--- src/rtl/ddr_defs_pkg.sv ---
// Shared definitions for the DDR game-link frame sender: sync byte,
// FSM state encoding, default word width and the frame-length helper.
package ddr_defs;

  // First byte of every frame header
  localparam logic [7:0] SYNC_BYTE  = 8'hA5;

  // Default link word width
  localparam int         WORD_W_DEF = 16;

  // Frame phases, in transmission order
  typedef enum logic [2:0] {
    ST_IDLE  = 3'd0,
    ST_HDR   = 3'd1,
    ST_CTRL  = 3'd2,
    ST_SCORE = 3'd3,
    ST_STAT  = 3'd4,
    ST_ARW   = 3'd5,
    ST_CSUM  = 3'd6
  } state_t;

  // Total words on the wire for one frame: HDR + CTRL + payload + CSUM
  function automatic int frame_len(input int score_words,
                                   input int status_words,
                                   input int arrow_words);
    return 3 + score_words + status_words + arrow_words;
  endfunction

endpackage

--- src/rtl/ddr_csum_acc.sv ---
// Running modulo-2^WORD_W sum of the payload words of one frame.
module ddr_csum_acc #(
  parameter int WORD_W = 16
) (
  input  logic              clk,
  input  logic              rst,
  input  logic              clr,
  input  logic              en,
  input  logic [WORD_W-1:0] din,
  output logic [WORD_W-1:0] sum
);

  // Accumulate on enable; clear wins so a new frame always starts from zero
  always_ff @(posedge clk or posedge rst) begin
    // NOTE: sequential state uses non-blocking (<=) so every flop samples pre-edge values.
    if (rst) begin
      sum <= '0;
    end else if (clr) begin
      sum <= '0;
    end else if (en) begin
      sum <= sum + din;
    end
  end

endmodule

--- src/rtl/ddr_frame_sender.sv ---
// DDR game-link frame transmitter: snapshots control/score/status on a
// start request and streams HDR, CTRL, SCORE, STATUS, ARROW and CSUM words
// over a valid/ready interface, fetching arrow words from an external RAM.
module ddr_frame_sender
  import ddr_defs::*;
#(
  parameter int WORD_W       = WORD_W_DEF,
  parameter int SCORE_WORDS  = 1,
  parameter int STATUS_WORDS = 2,
  parameter int ARROW_WORDS  = 400,
  parameter int ADDR_W       = 9
) (
  input  logic                             clk,
  input  logic                             rst,
  input  logic                             start,
  input  logic                             abort,
  input  logic                             pause,
  input  logic                             next_song,
  input  logic [SCORE_WORDS*WORD_W-1:0]    score,
  input  logic [STATUS_WORDS*WORD_W-1:0]   status,
  output logic                             rd_en,
  output logic [ADDR_W-1:0]                rd_addr,
  input  logic [WORD_W-1:0]                rd_data,
  output logic [WORD_W-1:0]                out_data,
  output logic                             out_valid,
  input  logic                             out_ready,
  output logic                             busy,
  output logic                             frame_done,
  output logic [7:0]                       seq
);

  // ---------------------------------------------------------------------
  // State and datapath registers
  // ---------------------------------------------------------------------
  state_t                            state;
  state_t                            state_nx;
  logic                              pend;       // one-deep queued start
  logic                              rd_pend;    // arrow read in flight
  logic [ADDR_W:0]                   arw_cnt;    // arrow reads issued
  logic [15:0]                       cnt;        // words accepted in SCORE/STAT
  logic                              snap_pause;
  logic                              snap_next;
  logic [SCORE_WORDS*WORD_W-1:0]     snap_score;
  logic [STATUS_WORDS*WORD_W-1:0]    snap_status;
  logic [WORD_W-1:0]                 acc_sum;

  // ---------------------------------------------------------------------
  // Decode signals
  // ---------------------------------------------------------------------
  logic              free;       // output register may take a word this edge
  logic              hs;         // current word accepted this edge
  logic              last_hs;    // last word of the current phase accepted
  logic              csum_done;  // frame completes this edge
  logic              snap_en;    // a frame starts this edge
  logic              ld_en;
  state_t            ld_st;
  logic [15:0]       ld_idx;
  logic [WORD_W-1:0] ld_word;
  logic              arw_ld;
  logic              out_load;
  logic [WORD_W-1:0] out_word;
  logic              acc_en;
  logic [WORD_W-1:0] hdr_word;
  logic [WORD_W-1:0] ctrl_word;

  assign free      = !out_valid || out_ready;
  assign hs        = out_valid && out_ready;
  assign busy      = (state != ST_IDLE);
  assign csum_done = (state == ST_CSUM) && last_hs;
  assign snap_en   = !abort && (((state == ST_IDLE) && start) ||
                                (csum_done && (pend || start)));

  // Arrow reads are issued only into a free register with nothing in flight,
  // which caps arrow throughput at one word every two cycles.
  assign rd_en   = (state == ST_ARW) && !rd_pend && free && !abort &&
                   (int'(arw_cnt) < ARROW_WORDS);
  assign rd_addr = arw_cnt[ADDR_W-1:0];

  // HDR carries the sequence number of the frame it opens; CTRL places pause
  // at the bottom bit of the upper byte and next_song at bit 0.
  assign hdr_word  = (WORD_W'(SYNC_BYTE) << (WORD_W - 8)) | WORD_W'(seq);
  assign ctrl_word = (WORD_W'(snap_pause) << (WORD_W - 8)) | WORD_W'(snap_next);

  // ---------------------------------------------------------------------
  // FSM: state register
  // ---------------------------------------------------------------------
  // Advance the frame phase
  always_ff @(posedge clk or posedge rst) begin
    if (rst) begin
      state <= ST_IDLE;
    end else begin
      state <= state_nx;
    end
  end

  // ---------------------------------------------------------------------
  // FSM: next-state logic
  // ---------------------------------------------------------------------
  // A phase exits once its last word is accepted; abort always returns to IDLE
  always_comb begin
    // NOTE: every output of a combinational block gets a default first so no path infers a latch.
    last_hs  = 1'b0;
    state_nx = state;
    case (state)
      ST_HDR, ST_CTRL, ST_CSUM: last_hs = hs;
      ST_SCORE: last_hs = hs && (int'(cnt) == SCORE_WORDS - 1);
      ST_STAT:  last_hs = hs && (int'(cnt) == STATUS_WORDS - 1);
      ST_ARW:   last_hs = hs && !rd_pend && (int'(arw_cnt) == ARROW_WORDS);
      default:  last_hs = 1'b0;
    endcase

    if (abort) begin
      state_nx = ST_IDLE;
    end else begin
      case (state)
        ST_IDLE:  if (start)   state_nx = ST_HDR;
        ST_HDR:   if (last_hs) state_nx = ST_CTRL;
        ST_CTRL:  if (last_hs) state_nx = (SCORE_WORDS > 0)  ? ST_SCORE :
                                          (STATUS_WORDS > 0) ? ST_STAT  : ST_ARW;
        ST_SCORE: if (last_hs) state_nx = (STATUS_WORDS > 0) ? ST_STAT  : ST_ARW;
        ST_STAT:  if (last_hs) state_nx = ST_ARW;
        ST_ARW:   if (last_hs) state_nx = ST_CSUM;
        ST_CSUM:  if (last_hs) state_nx = (pend || start) ? ST_HDR : ST_IDLE;
        default:  state_nx = ST_IDLE;
      endcase
    end
  end

  // ---------------------------------------------------------------------
  // FSM: output logic
  // ---------------------------------------------------------------------
  // Choose the word entering the output register: the next word of this
  // phase, the first word of the next phase when the last one leaves, or
  // returning arrow data. A new frame's HDR is loaded one cycle after entry.
  always_comb begin
    ld_en   = 1'b0;
    ld_st   = state;
    ld_idx  = cnt;
    ld_word = '0;
    if (!abort) begin
      if (last_hs) begin
        ld_st  = state_nx;
        ld_idx = '0;
        ld_en  = (state != ST_CSUM) && (state_nx != ST_ARW);
      end else if (hs) begin
        ld_idx = cnt + 16'd1;
        ld_en  = (state != ST_ARW);
      end else if (!out_valid) begin
        ld_en  = (state != ST_IDLE) && (state != ST_ARW);
      end
    end

    case (ld_st)
      ST_HDR:   ld_word = hdr_word;
      ST_CTRL:  ld_word = ctrl_word;
      ST_SCORE: ld_word = snap_score[ld_idx*WORD_W +: WORD_W];
      ST_STAT:  ld_word = snap_status[ld_idx*WORD_W +: WORD_W];
      ST_CSUM:  ld_word = acc_sum;
      default:  ld_word = '0;
    endcase

    arw_ld   = rd_pend && !abort;
    out_load = ld_en || arw_ld;
    out_word = arw_ld ? rd_data : ld_word;
    acc_en   = arw_ld || (ld_en && (ld_st inside {ST_CTRL, ST_SCORE, ST_STAT}));
  end

  // ---------------------------------------------------------------------
  // Datapath
  // ---------------------------------------------------------------------
  // Output register: loads only when free, so data holds under back-pressure
  always_ff @(posedge clk or posedge rst) begin
    if (rst) begin
      out_valid <= 1'b0;
      out_data  <= '0;
    end else if (abort) begin
      out_valid <= 1'b0;
    end else if (out_load) begin
      out_valid <= 1'b1;
      out_data  <= out_word;
    end else if (hs) begin
      out_valid <= 1'b0;
    end
  end

  // Per-phase word counter, restarted on every phase change
  always_ff @(posedge clk or posedge rst) begin
    if (rst) begin
      cnt <= '0;
    end else if (abort || (state_nx != state)) begin
      cnt <= '0;
    end else if (hs && ((state == ST_SCORE) || (state == ST_STAT))) begin
      cnt <= cnt + 16'd1;
    end
  end

  // Arrow read sequencing: address counter and one-cycle in-flight flag
  always_ff @(posedge clk or posedge rst) begin
    if (rst) begin
      arw_cnt <= '0;
      rd_pend <= 1'b0;
    end else begin
      rd_pend <= rd_en;
      if (abort || (state_nx != ST_ARW)) begin
        arw_cnt <= '0;
      end else if (rd_en) begin
        arw_cnt <= arw_cnt + 1'b1;
      end
    end
  end

  // One-deep start queue; abort drops it, frame completion consumes it
  always_ff @(posedge clk or posedge rst) begin
    if (rst) begin
      pend <= 1'b0;
    end else if (abort || csum_done) begin
      pend <= 1'b0;
    end else if (start && busy) begin
      pend <= 1'b1;
    end
  end

  // Freeze frame inputs at frame start so later changes cannot tear a frame
  always_ff @(posedge clk or posedge rst) begin
    if (rst) begin
      snap_pause  <= 1'b0;
      snap_next   <= 1'b0;
      snap_score  <= '0;
      snap_status <= '0;
    end else if (snap_en) begin
      snap_pause  <= pause;
      snap_next   <= next_song;
      snap_score  <= score;
      snap_status <= status;
    end
  end

  // Completion pulse and rolling sequence number; abort suppresses both
  always_ff @(posedge clk or posedge rst) begin
    if (rst) begin
      frame_done <= 1'b0;
      seq        <= '0;
    end else begin
      frame_done <= csum_done && !abort;
      if (csum_done && !abort) begin
        seq <= seq + 8'd1;
      end
    end
  end

  // Payload checksum, restarted at every frame start and on abort
  ddr_csum_acc #(
    .WORD_W (WORD_W)
  ) u_csum (
    .clk (clk),
    .rst (rst),
    .clr (snap_en || abort),
    .en  (acc_en),
    .din (out_word),
    .sum (acc_sum)
  );

endmodule

--- config.mk ---
export PLATFORM = sky130hd
export DESIGN_NAME = ddr_frame_sender
export DESIGN_NICKNAME = d
export VERILOG_FILES = /design/src/rtl/ddr_defs_pkg.sv /design/src/rtl/ddr_csum_acc.sv /design/src/rtl/ddr_frame_sender.sv
export SDC_FILE = /design/constraint.sdc
export NUM_CORES = 1
export LEC_CHECK = 0
export BUFFER_PORTS_ARGS = -buffer_cell sky130_fd_sc_hd__buf_2
export CAP_MARGIN = 30
export CORE_MARGIN = 5
export CORE_UTILIZATION = 62
export DETAILED_ROUTE_END_ITERATION = 10
export GPL_TIMING_DRIVEN = 0
export PLACE_DENSITY_LB_ADDON = 0.3
export SETUP_SLACK_MARGIN = 0.3
export SLEW_MARGIN = 20
export SYNTH_ARGS = -nofsm -noshare
export SYNTH_HDL_FRONTEND = slang
export SYNTH_HIERARCHICAL = 1
export SYNTH_SLANG_ARGS = --single-unit
--- constraint.sdc ---
create_clock -name clk -period 8.15 [get_ports clk]
set_input_delay 1.2225 -clock clk [delete_from_list [all_inputs] [get_ports clk]]
set_output_delay 1.2225 -clock clk [all_outputs]
set_load 0.005 [all_outputs]
==> flow_results.org, run 1 <==
** Run status
- The run finished with clean final reports.

** GRT
- The via count of the first global-routing pass was roughly 6000.
- Remaining global-route overflow :: 0
- Global Route Usage Sum :: ~29%
- The first global-routing pass estimated 30400 um of wire.
- Initial antenna violation count :: 0
- Entering global routing, the biggest net connects 76 pins.

** Drt
- Post-DR vias/cell :: about 6.0
- Once detail routing completed, the nets flagged for antenna violations numbered 0.
- Drt first-iter violations :: 649
- Residual DRC :: 0
- Detailed-route via count :: roughly 6000
- DR pass1 iterations :: 7
- After detailed routing, the average wire length per cell comes to between 15 and 20 um.
- Total routed wirelength :: approximately 19000 um

** Floorplan
- DIE AREA :: around 0.014 mm2
- Die boundary height :: ~120 um
- After floorplanning, the core was sized to cover ~0.011 mm2.
- Chip Width :: around 120 um
- The initialized floorplan defines 39 standard-cell rows.
- Initial standard-cell utilization of the core :: between 60% and 70%
- approximately 110 I/O pins were placed.

** Setup path
- Data on the critical path arrives at its endpoint at between 5 and 6 ns.
- Startpoint of the lowest-slack register-to-register path :: cnt[0]
- Along the worst path, the maximum fanout reaches 10.
- Slowest library cell on the worst path :: sky130_fd_sc_hd__o221ai_1
- Number of cells traversed by the worst register-to-register path :: 19
- STA classifies the critical path startpoint as an input port.
- Destination of the worst register-to-register timing path :: u_csum/sum[10]
- The largest single stage delay on the critical path is around 0.63 ns.
- Required time of the critical path :: ~8.5 ns
- STA classifies the critical path endpoint as a flip-flop.
- By startpoint and endpoint, the worst setup path is classified as in -> reg.
- In this run the register-to-register setup slack is approximately 2.8 ns.
- The critical path goes through buf_2, nand2_1, o21bai_1, nor3_4, a21boi_0, o221ai_1, buf_2, o22ai_1, a221oi_1, o21ai_0, ha_1, a21o_1, a21oi_1, o21bai_1, a31oi_1, nor4b_1, a211o_1.

** Logic synthesis
- In this run, synthesis produced a sequential element count of approximately 120.
- Syn_area_per_cell :: around 10 um2
- Count of cell types in the netlist :: between 70 and 80
- After synthesis the cells add up to 0.00713 mm2.
- Sequential cells were found to cover between 40% and 50% of the synthesized design area.
- Instance count of the mapped netlist :: 712
- Ys async rst share :: 100%
- Area fraction of the dominant cell type after synthesis :: between 40% and 50%
- The number of nets handed over by synthesis was 805.
- Number of synthesized flops with an enable pin :: 0
- Number of warnings printed during yosys synthesis :: 6
- Among all flip-flop cells after synthesis, the most frequent one is sky130_fd_sc_hd__dfrtp_1.
- Ranking of synthesized cells by area :: sky130_fd_sc_hd__dfrtp_1, sky130_fd_sc_hd__mux2_2, sky130_fd_sc_hd__mux2i_1
- Top cell type by total area after synthesis :: sky130_fd_sc_hd__dfrtp_1
- Leading cell types by count after synthesis :: sky130_fd_sc_hd__dfrtp_1, sky130_fd_sc_hd__nand2_1, sky130_fd_sc_hd__nor2_1
- Most common cell in the netlist :: sky130_fd_sc_hd__dfrtp_1

** Final layout
- Summing all flip-flop and latch instances after layout gives slightly above 0.003 mm2.
- Number of nets in the layout :: a little over 900
- The repair_antennas step left the layout with diodes totalling 0.
- Area occupied by multi-input gates :: between 0.003 and 0.004 mm2
- After filler insertion, the fill cell instance count of the layout stands at about 830.
- Compared with the post-synthesis result, the final layout area differs by 18.8%.
- Of the cells placed in the final design, the portion with a size suffix greater than 1 is about 28%.

** Clock tree
- Clock-pin slew on the worst setup and hold paths :: 0.06 ns
- Sinks on Clock Net :: approximately 120
- Number of buffers added for setup after CTS :: 0
- Hold_buf cts :: 0
- TritonCTS built the clock tree.
- The tree is rooted in a sky130_fd_sc_hd__clkbuf_16.
- After clock tree synthesis, the repair step resized 0 gates.
- Clock tree synthesis inserted a total of 17 buffers.
- The H-tree was split into 4 levels.
- In this run the deepest clock path goes through 2 buffers.
- Clock latency on the worst-skew pair, taken at its later pin, is 0.43 ns.

** Power
- For this design the static power due to leakage is around 3.8 nW.
- VDD sags by at most roughly 0.2 mV.
- In this run the power density over the cells is 201 mW/mm2.

** STA
- Tightest Pin Transition :: around 0.93 ns
- Derived from the worst setup path, the maximum achievable clock frequency is ~0.18 GHz.
- Setup repair after global routing left no endpoint under its margin.
- Across all hold checks on the routed design, the worst slack comes to approximately 0.49 ns.
- Number of failing hold endpoints at the final stage :: 0
- The worst pin sits at a relative slew slack of between 30% and 40%.
- Final Setup Violations :: 0
- Share of the clock period used by the worst path after layout :: 68.2%
- The clock period could shrink to 5.56 ns.
- The count of pins over their slew limit was 0.
- Post-Route Skew :: about 0.011 ns
- Setup total negative slack on the finished layout was measured at 0 ns.

** Placed design
- Routability-driven placement finished with a final weighted congestion of 0.937.
- Once detailed placement completed, the half-perimeter wirelength came to 14000 um.
- Input and output buffers added on the ports amount to around 110.

** Worst hold path
- Worst Hold Class :: reg -> reg
- Startpoint of the worst hold path :: out_data[1]
- For hold timing, the worst endpoint is out_data[1].
- Number of cells on the worst hold path :: 2

** Flow run
- Across the run, the number of max-cap violations was 0.
## per-layer routing
| layer | GRT usage [%] | vias up | part of all wire, % |
|---|---|---|---|
| met2 | 42.2 | 272 | 44 |
| met3 | 8.64 | 34 | 9.2 |
| met5 | 0 | - | 0 |
| met4 | 9.71 | 0 | 2.2 |
| li1 | - | 2814 | - |
| met1 | 41.0 | 2881 | 44 |
## sequential cells by signal, indices dropped and copies added (netlist names), 3 cells and up
signal,cells
cnt,16
snap_status,32
snap_score,16
state,3
arw_cnt,10
u_csum/sum,16
seq,8
out_data,16
## placed cells by master, fill, tap and decap left out, types with 4 or more instances in the layout
cell type / synthesis / layout
sky130_fd_sc_hd__o22ai_1: 8 / 8
sky130_fd_sc_hd__o211ai_1: 11 / 11
sky130_fd_sc_hd__clkbuf_1: 18 / 18
sky130_fd_sc_hd__a31oi_1: 6 / 6
sky130_fd_sc_hd__buf_2: 9 / 115
sky130_fd_sc_hd__a221oi_1: 13 / 13
sky130_fd_sc_hd__o211ai_2: 10 / 10
sky130_fd_sc_hd__nand3b_1: 4 / 4
sky130_fd_sc_hd__mux2_2: 51 / 51
sky130_fd_sc_hd__clkbuf_16: 0 / 17
sky130_fd_sc_hd__o221ai_1: 5 / 5
sky130_fd_sc_hd__nor3b_1: 5 / 5
sky130_fd_sc_hd__a211o_1: 5 / 5
sky130_fd_sc_hd__nor2_1: 66 / 66
sky130_fd_sc_hd__a21o_1: 4 / 4
sky130_fd_sc_hd__nor3_1: 10 / 10
sky130_fd_sc_hd__and3_1: 10 / 10
sky130_fd_sc_hd__a211oi_1: 4 / 4
sky130_fd_sc_hd__nand2_1: 67 / 67
sky130_fd_sc_hd__dfrtp_1: 123 / 123
sky130_fd_sc_hd__mux2i_1: 28 / 28
sky130_fd_sc_hd__and2_1: 4 / 4
sky130_fd_sc_hd__a21oi_1: 27 / 27
sky130_fd_sc_hd__nor2b_1: 5 / 5
sky130_fd_sc_hd__xnor2_1: 26 / 26
sky130_fd_sc_hd__nand3_1: 13 / 13
sky130_fd_sc_hd__xor2_1: 13 / 13
sky130_fd_sc_hd__inv_6: 0 / 6
sky130_fd_sc_hd__ha_1: 21 / 21
sky130_fd_sc_hd__inv_1: 29 / 28
sky130_fd_sc_hd__nand4_1: 10 / 10
sky130_fd_sc_hd__o21ai_0: 34 / 34
sky130_fd_sc_hd__buf_6: 4 / 4
sky130_fd_sc_hd__buf_4: 10 / 10
## where the power goes
group	internal [mW]	switching, mW
Clock	0.454	0.299
Sequential	0.673	0.0380
Combinational	0.105	0.129
Total	1.23	0.466
## cells by family after synthesis
group,Yosys count,synth area share (%)
and+or+nand+nor,220,15.3
AOI/OAI and AO/OA,156,15.7
DFF,123,43.2
muxes,80,12.2
buffers and inverters,72,4.90
xor gates and xnor gates,39,4.79
adders and majority gates,22,3.97
## area by class of cell
type,count,share of cell area [%]
plain buffers,43,2.84
clock buffers,17,5.02
clock inverters,15,1.92
inverters,29,1.34
multi-input cells,517,43.8
flip-flops and latches,123,36.3
well taps,143,2.11
repair buffers,107,6.59
## critical path: cells and delay by family
family | cells | cell delay, ns
AOI/OAI and AO/OA | 11 | 3.08
adders and majority gates | 1 | 0.41
buffers and inverters | 2 | 0.43
and+or+nand+nor | 3 | 0.72
## stage by stage
step / std cells / utilization (%) / setup WS, ns / power, mW / instance area [um2]
2_1_floorplan: 712 / - / 3.24 / 0.866 / 7130
3_3_place_gp: 961 / 69.2 / 2.28 / 0.934 / 7840
3_5_place_dp: 962 / 69.6 / 2.30 / 0.950 / 7880
4_1_cts: 994 / 74.8 / 2.70 / 1.71 / 8470
5_1_grt: 994 / 74.8 / 2.28 / 1.76 / 8470
6_report: 994 / 74.8 / 2.59 / 1.70 / 8470
## worst max-delay path by stage
stage | start | end | slack, ns | depth (start not counted)
CTS | out_ready | u_csum/sum[10] | 2.70 | 17
detailed placement | out_ready | u_csum/sum[10] | 2.30 | 17
finish | out_ready | u_csum/sum[10] | 2.59 | 17
floorplan | out_ready | u_csum/sum[10] | 3.24 | 18
global placement | out_ready | u_csum/sum[10] | 2.28 | 17
global route | out_ready | u_csum/sum[10] | 2.28 | 17
No activity file was read; power rests on OpenSTA's default activity.
==> run 2, diff against run 1 <==
CORE_UTILIZATION = 58   (was 62)
clock period = 5.3 ns   (was 8.15 ns; I/O delays follow)
==> run 2 against run 1 <==
  * Sequential power grew 53%
  * Largest power group unchanged
  * Clock power rose by 58%
  * Highest routed layer unchanged
  * Combinational power up 57%
  * Clock skew is 0.0017 ns lower
  * Sequential share of layout area is 0.83 points lower
  * Count of clock-buffer cells in the layout up 1
==> flow_results.org, run 2 (synthesized netlist as in run 1, its figures left out) <==
** Run status
- Result of the run :: completed

** Drt
- Drt first-iter violations :: between 500 and 600
- In the routed design, unresolved DRC markers number 0.
- After detailed routing, the average wire length per cell comes to 19.0 um.
- Post-DR vias/cell :: 6.01
- Routed Antenna Nets :: 0
- Routed length on met3 :: about 1700 um
- Met2 WL :: around 8600 um
- The first detailed-routing pass took 5 iterations.
- The detailed router placed about 6100 vias in this run.
- Total routed wirelength :: around 19000 um
- Post-route met1 wirelength :: between 8000 and 9000 um
- In this run the top signal layer used is met4.

** Setup path
- Critical path start-end classification :: reg -> reg
- Startpoint of the lowest-slack register-to-register path :: cnt[2]
- The worst setup path is launched from a flip-flop.
- The cell that appears most often on the critical path is sky130_fd_sc_hd__buf_4.
- Critical path origin :: cnt[2]
- The slowest stage of the critical path is the sky130_fd_sc_hd__nor3_4 cell.
- Category of the worst setup path capture point :: flip-flop
- For the worst setup path, the data required time is 5.61 ns.
- Series of cell instances along the critical path :: buf_6, nor4_1, nand4_1, nor3_4, buf_4, o31ai_4, buf_4, buf_4, a2111oi_4, clkbuf_4, a21oi_1, o21ai_0, ha_1, inv_1, fa_1, nor2b_1, o2111ai_1, nand3b_1, a31oi_1, and4b_1, a211o_1
- For the worst setup path, the data arrival time is between 5 and 6 ns.
- Peak per-stage delay on the critical path :: 0.41 ns
- In this run the worst path has a maximum fanout of 10.

** Power
- Summed over all cells, the static leakage comes to 3.86 nW.
- IR Drop Worst-Case VDD :: about 0.3 mV
- Power spread over the standard cell area amounts to a little over 300 mW/mm2.
- Design Power :: 2.66 mW

** Worst hold path
- In this run the worst hold path is classified as in -> async.

** Placed design
- Placed instance count :: 966
- DP Worst Slack :: -0.154 ns
- Routability congestion estimate from global placement :: about 0.96
- Port buffering added about 110 buffers.
- After legalization and detailed placement, the total HPWL measured ~14000 um.

** STA
- Number of failing hold endpoints at the final stage :: 0
- Final Setup Violations :: 0
- Share of the clock period used by the worst path after layout :: between 90% and 100%
- Final hold analysis gives a worst-case slack of 0.371 ns.
- The count of pins over their slew limit is 0.
- Slew Limit Headroom :: a little under two fifths
- Tightest Pin Transition :: about 0.93 ns
- Worst setup slack after layout :: between 0.3 and 0.4 ns
- Final min period :: 4.96 ns
- Clock skew on the completed layout was measured at 0.00906 ns.
- Maximum operating frequency :: roughly 0.20 GHz
- Setup repair after global routing could not meet its margin everywhere.

** Final layout
- Relative to the synthesized area, the layout overhead comes to 21.6%.
- In the layout the commonest cells are sky130_fd_sc_hd__dfrtp_1, sky130_fd_sc_hd__buf_2, sky130_fd_sc_hd__nand2_1, sky130_fd_sc_hd__nor2_1, sky130_fd_sc_hd__mux2_2.
- The library cell used most frequently in the layout, excluding fill and tap cells, is sky130_fd_sc_hd__dfrtp_1.
- The layout has around 880 filler cells.
- Fraction of layout cells with a size suffix above 1 :: about 30%
- The register with the most flip-flops in the layout has 32 of them.
- Top register by number of flip-flops :: snap_status
- Seq. cell area :: 0.00308 mm2
- Antenna cell count :: 0
- In the final design database the tool counted approximately 940 nets.
- Utilization after layout :: 72.1%
- Non-filler cells, final :: about 1000
- The multi-input combinational cells in the finished layout cover a total of 0.00380 mm2.

** GRT
- First-pass GRT wire length :: between 30000 and 40000 um
- Via count of the first global-routing pass :: 5903
- Global Route Usage Sum :: between 20% and 30%
- Largest net degree at the start of global routing :: 73
- Initial antenna violation count :: 0
- For this run the aggregate overflow at the end of global routing stands at 0.

** Clock tree
- Clock latency reported for the late side of the worst-skew pair :: 0.42 ns
- The tree is rooted in a sky130_fd_sc_hd__clkbuf_16.
- After clock tree synthesis, the clock-pin slew on the worst setup and hold paths is 0.06 ns.
- Total clock buffers created by CTS :: 17
- H-tree depth :: 4
- The clock drives between 100 and 150 sinks.
- In this run the deepest clock path goes through 2 buffers.
- CTS tree :: yes

** Floorplan
- Standard cell core area :: between 0.01 and 0.015 mm2
- The die is about 120 um wide.
- Top-Level Pins :: 108
- The floorplan step defined a die boundary enclosing roughly 0.015 mm2.
- The die is ~120 um tall.
- Initial standard-cell utilization of the core :: approximately three fifths
- # rows :: 40

** Flow run
- Count of maximum capacitance violations :: 0
run 2: changes by cell type in the layout (fill, tap and decap cells not counted), moves of 2 or more:
cell and delta:
sky130_fd_sc_hd__a221oi_2 +7, sky130_fd_sc_hd__a221oi_1 -7, sky130_fd_sc_hd__buf_4 +10, sky130_fd_sc_hd__mux2i_1 -2, sky130_fd_sc_hd__mux2i_2 +2, sky130_fd_sc_hd__clkinvlp_4 +2
sky130_fd_sc_hd__inv_6 -3
run 2: path summary, 6_finish.rpt:
check / end / slack, ns / depth (start not counted)
min in group clk: rd_pend / 0.47 / 1
max in group asynchronous: state[0] / 4.28 / 3
worst max-delay path: u_csum/sum[10] / 0.34 / 21
worst min register to register: rd_pend / 0.47 / 1
worst max register to register: u_csum/sum[10] / 0.34 / 21
worst min-delay path: out_data[11] / 0.37 / 2
run 2: area by class of cell:
| cell class | instances | area share (%) |
|---|---|---|
| multi-input cells | 517 | 43.9 |
| repair buffers | 118 | 7.36 |
| clock buffers | 18 | 5.07 |
| plain buffers | 43 | 2.82 |
| flip-flops and latches | 123 | 35.5 |
| inverters | 29 | 1.31 |
| clock inverters | 13 | 1.93 |
| well taps | 147 | 2.12 |
run 2: timing repair:
item / 4_1_cts / 5_1_grt
buffers inserted: 5 / 5
pin swaps: 2 / 3
hold buffers: 0 / 0
setup endpoints to repair: 9 / 9
gates resized for setup: 6 / 10
run 2: critical path, delay by kind of cell (launching register included):
family,cells,cell delay [ns]
flops,1,0.38
buf+inv,6,1.03
fa+ha+maj,2,0.66
simple gates,6,1.54
compound gates,7,1.23
run 2: per-layer routing:
layer  track usage (%)  vias up
met1              37.4     2916
li1                  -     2854
met4              7.22        0
met2              40.0      263
met3              7.88       26
met5                 0        -
run 2: metrics by stage:
step                setup TNS, ns  area (um2)
floorplan                       0        7130
global placement           -0.410        7840
detailed placement         -0.273        7890
CTS                             0        8560
global route                    0        8670
finish                          0        8670
run 2: power by group:
part / internal [mW] / switching, mW
combinational: 0.168 / 0.202
sequential: 1.04 / 0.0571
clock: 0.751 / 0.443
total: 1.95 / 0.702
==> run 3, diff against run 2 <==
CORE_UTILIZATION = 30   (was 58)
==> run 3 against run 2 <==
  * Global-route usage is 11 points lower
  * Sequential share of layout area decreased by 1.2 points
  * Sequential power hardly changed
  * Critical path type unchanged
==> flow_results.org, run 3 (synthesized netlist as in run 1, its figures left out) <==
** Run status
- Result of the run :: completed

** STA
- Tightest Pin Transition :: around 0.89 ns
- After layout, the worst path uses 90.9% of the clock period.
- After layout, the minimum clock period comes to between 4 and 5 ns.
- Static timing analysis puts the maximum clock frequency at a little over 0.2 GHz.
- Slew Limit Headroom :: 40.5%
- Final Slew Violations :: 0
- Post-Route Skew :: about 0.010 ns
- Final Setup Violations :: 0
- Number of failing hold endpoints at the final stage :: 0
- Setup repair after global routing missed its margin :: no

** Setup path
- Along the worst path, the maximum fanout reaches 10.
- Category of the worst setup path capture point :: flip-flop
- Data arrival time of the critical path :: about 5 ns
- Number of cells traversed by the worst register-to-register path :: 20
- Startpoint type of the worst setup path :: flip-flop
- Critical path start-end classification :: reg -> reg
- For the worst setup path, the data required time is 5.61 ns.

** Final layout
- The register with the most flip-flops in the layout has 32 of them.
- Of the cells placed in the final design, the portion with a size suffix greater than 1 is roughly 30%.
- Number of nets in the layout :: ~950
- 0 antenna diodes ended up in the layout.
- Non-filler cells, final :: approximately 1200
- Compared with the post-synthesis result, the final layout area differs by 25.7%.
- More flip-flops sit in one register than any other, and that register is snap_status.
- Measured on the finished design, the core utilization comes to a little under two fifths.
- Leaving out fill and tap cells, the most frequent cells in the layout are sky130_fd_sc_hd__dfrtp_1, sky130_fd_sc_hd__buf_2, sky130_fd_sc_hd__nand2_1, sky130_fd_sc_hd__nor2_1, sky130_fd_sc_hd__mux2_2.
- Leaving out fill and tap cells, the most frequent cell in the layout is sky130_fd_sc_hd__dfrtp_1.

** Clock tree
- CTS placed an instance of sky130_fd_sc_hd__clkbuf_16 at the clock tree root.
- TritonCTS built the clock tree.
- H-tree depth :: 4
- The number of clock buffers added by TritonCTS is 17.
- After clock tree synthesis, the flow added hold-fix buffers numbering 0.
- For this design, the sink count on the clock tree is around 120.
- Clock latency reported for the late side of the worst-skew pair :: 0.43 ns
- The clock passes through at most 2 buffers.
- Clock-pin slew on the worst setup and hold paths :: ~0.06 ns

** Drt
- Mean routed wirelength per cell :: 17.2 um
- In this run the remaining antenna-violating nets after routing total 0.
- Residual DRC :: 0
- Drt first-iter violations :: about 420
- Detailed routing inserted a total of around 5900 vias.
- DR pass1 iterations :: 5
- Total routed wirelength :: between 20000 and 25000 um
- Dividing the detail-routed via count by the number of cells gives approximately 5.

** Floorplan
- The floorplan has 56 rows.
- For this configuration, the core starts out at a cell density of between 30% and 40%.
- Standard cell core area :: 0.0234 mm2
- The die covers 0.0269 mm2.
- Die boundary height :: around 160 um
- Chip Width :: ~160 um
- Top-Level Pins :: about 110

** Placed design
- Input and output buffers added on the ports amount to about 110.
- Routability congestion estimate from global placement :: about 0.88
- Once placement completed, the tool counted placed cells totaling between 1000 and 1500.
- Dpl hpwl :: roughly 16000 um

** Flow run
- Max-cap violations in this run came to 0.

** Worst hold path
- Worst Hold Class :: in -> async

** Power
- Summed over all cells, the static leakage comes to a little under 4 nW.
- IR Drop Worst-Case VDD :: 0.247 mV
- Cell Pwr Density :: around 310 mW/mm2

** GRT
- Global Route Usage Sum :: 15.4%
- The number of antenna violations at the first check in global routing came to 0.
- The first global-routing pass estimated roughly 32000 um of wire.
- Remaining global-route overflow :: 0
- Via count of the first global-routing pass :: 5789
- Entering global routing, the biggest net connects 73 pins.
-- run 3: cell types whose count changed in the layout (fill, tap and decap cells not counted), sizes merged --
cell      previous run  this run
clkinvlp             5         1
buf                142       146
bufinv               3         5
clkbuf              37        39
clkinv               3         6
inv                 31        29
-- run 3: power breakdown --
| group | leakage (nW) | switching, mW | internal [mW] |
|---|---|---|---|
| clock network | 0.314 | 0.440 | 0.844 |
| registers | 1.60 | 0.0525 | 1.04 |
| logic | 1.99 | 0.208 | 0.172 |
-- run 3: worst paths after layout --
kind | endpoint | from | slack (ns)
max | u_csum/sum[10] | state[1] | 0.48
min | out_data[9] | rst | 0.37
max reg2reg | u_csum/sum[10] | state[1] | 0.48
min reg2reg | out_data[9] | out_data[9] | 0.48
max in group asynchronous | arw_cnt[3] | rst | 4.25
min in group clk | out_data[9] | out_data[9] | 0.48
-- run 3: metrics by stage --
step / worst slack [ns] / cell area, um2 / power [mW] / TNS [ns] / hold slack, ns
floorplan: 0.814 / 7130 / 1.33 / 0 / 0.470
global placement: -0.362 / 8060 / 1.46 / -1.66 / 0.467
detailed placement: -0.145 / 8100 / 1.47 / -0.395 / 0.470
CTS: 0.334 / 8830 / 2.77 / 0 / 0.370
global route: 0.252 / 8960 / 2.87 / 0 / 0.398
finish: 0.485 / 8960 / 2.75 / 0 / 0.365
-- run 3: what timing repair did --
| action | 4_1_cts | 5_1_grt |
|---|---|---|
| setup buffers | 6 | 8 |
| pin swaps | 3 | 6 |
| endpoints found under the setup margin | 7 | 9 |
| gates resized for setup | 5 | 17 |
-- run 3: layout make-up --
cell class	instances	area (um2)
Clock buffer	20	447
Fill cell	2368	14400
Buffer	43	251
Multi-Input combinational cell	517	3800
Inverter	29	114
Clock inverter	12	195
Timing Repair Buffer	122	681
Sequential cell	123	3080
Tap cell	319	399
-- run 3: layer usage --
metal / vias up / track usage (%) / share of wire (%)
met1: 2891 / 22.1 / 49
met5: - / 0 / 0
met4: 0 / 6.02 / 2.1
met2: 164 / 22.6 / 45
met3: 29 / 3.14 / 4.7
li1: 2859 / - / -
-- run 3: worst max-delay path: stages, from the launching register on --
cell	delay [ns]
sky130_fd_sc_hd__dfrtp_1	0.47
sky130_fd_sc_hd__nor3b_4	0.39
sky130_fd_sc_hd__mux2i_4	0.35
sky130_fd_sc_hd__nor3_4	0.11
sky130_fd_sc_hd__buf_4	0.16
sky130_fd_sc_hd__o31ai_4	0.20
sky130_fd_sc_hd__buf_12	0.16
sky130_fd_sc_hd__buf_6	0.17
sky130_fd_sc_hd__mux2i_1	0.31
sky130_fd_sc_hd__o221ai_1	0.16
sky130_fd_sc_hd__a21oi_1	0.32
sky130_fd_sc_hd__o21ai_0	0.16
sky130_fd_sc_hd__ha_1	0.25
sky130_fd_sc_hd__inv_1	0.07
sky130_fd_sc_hd__fa_1	0.20
sky130_fd_sc_hd__nor2b_1	0.07
sky130_fd_sc_hd__o2111ai_1	0.19
sky130_fd_sc_hd__nand3b_1	0.23
sky130_fd_sc_hd__a31oi_1	0.32
sky130_fd_sc_hd__nor4b_1	0.09
sky130_fd_sc_hd__a211o_1	0.28
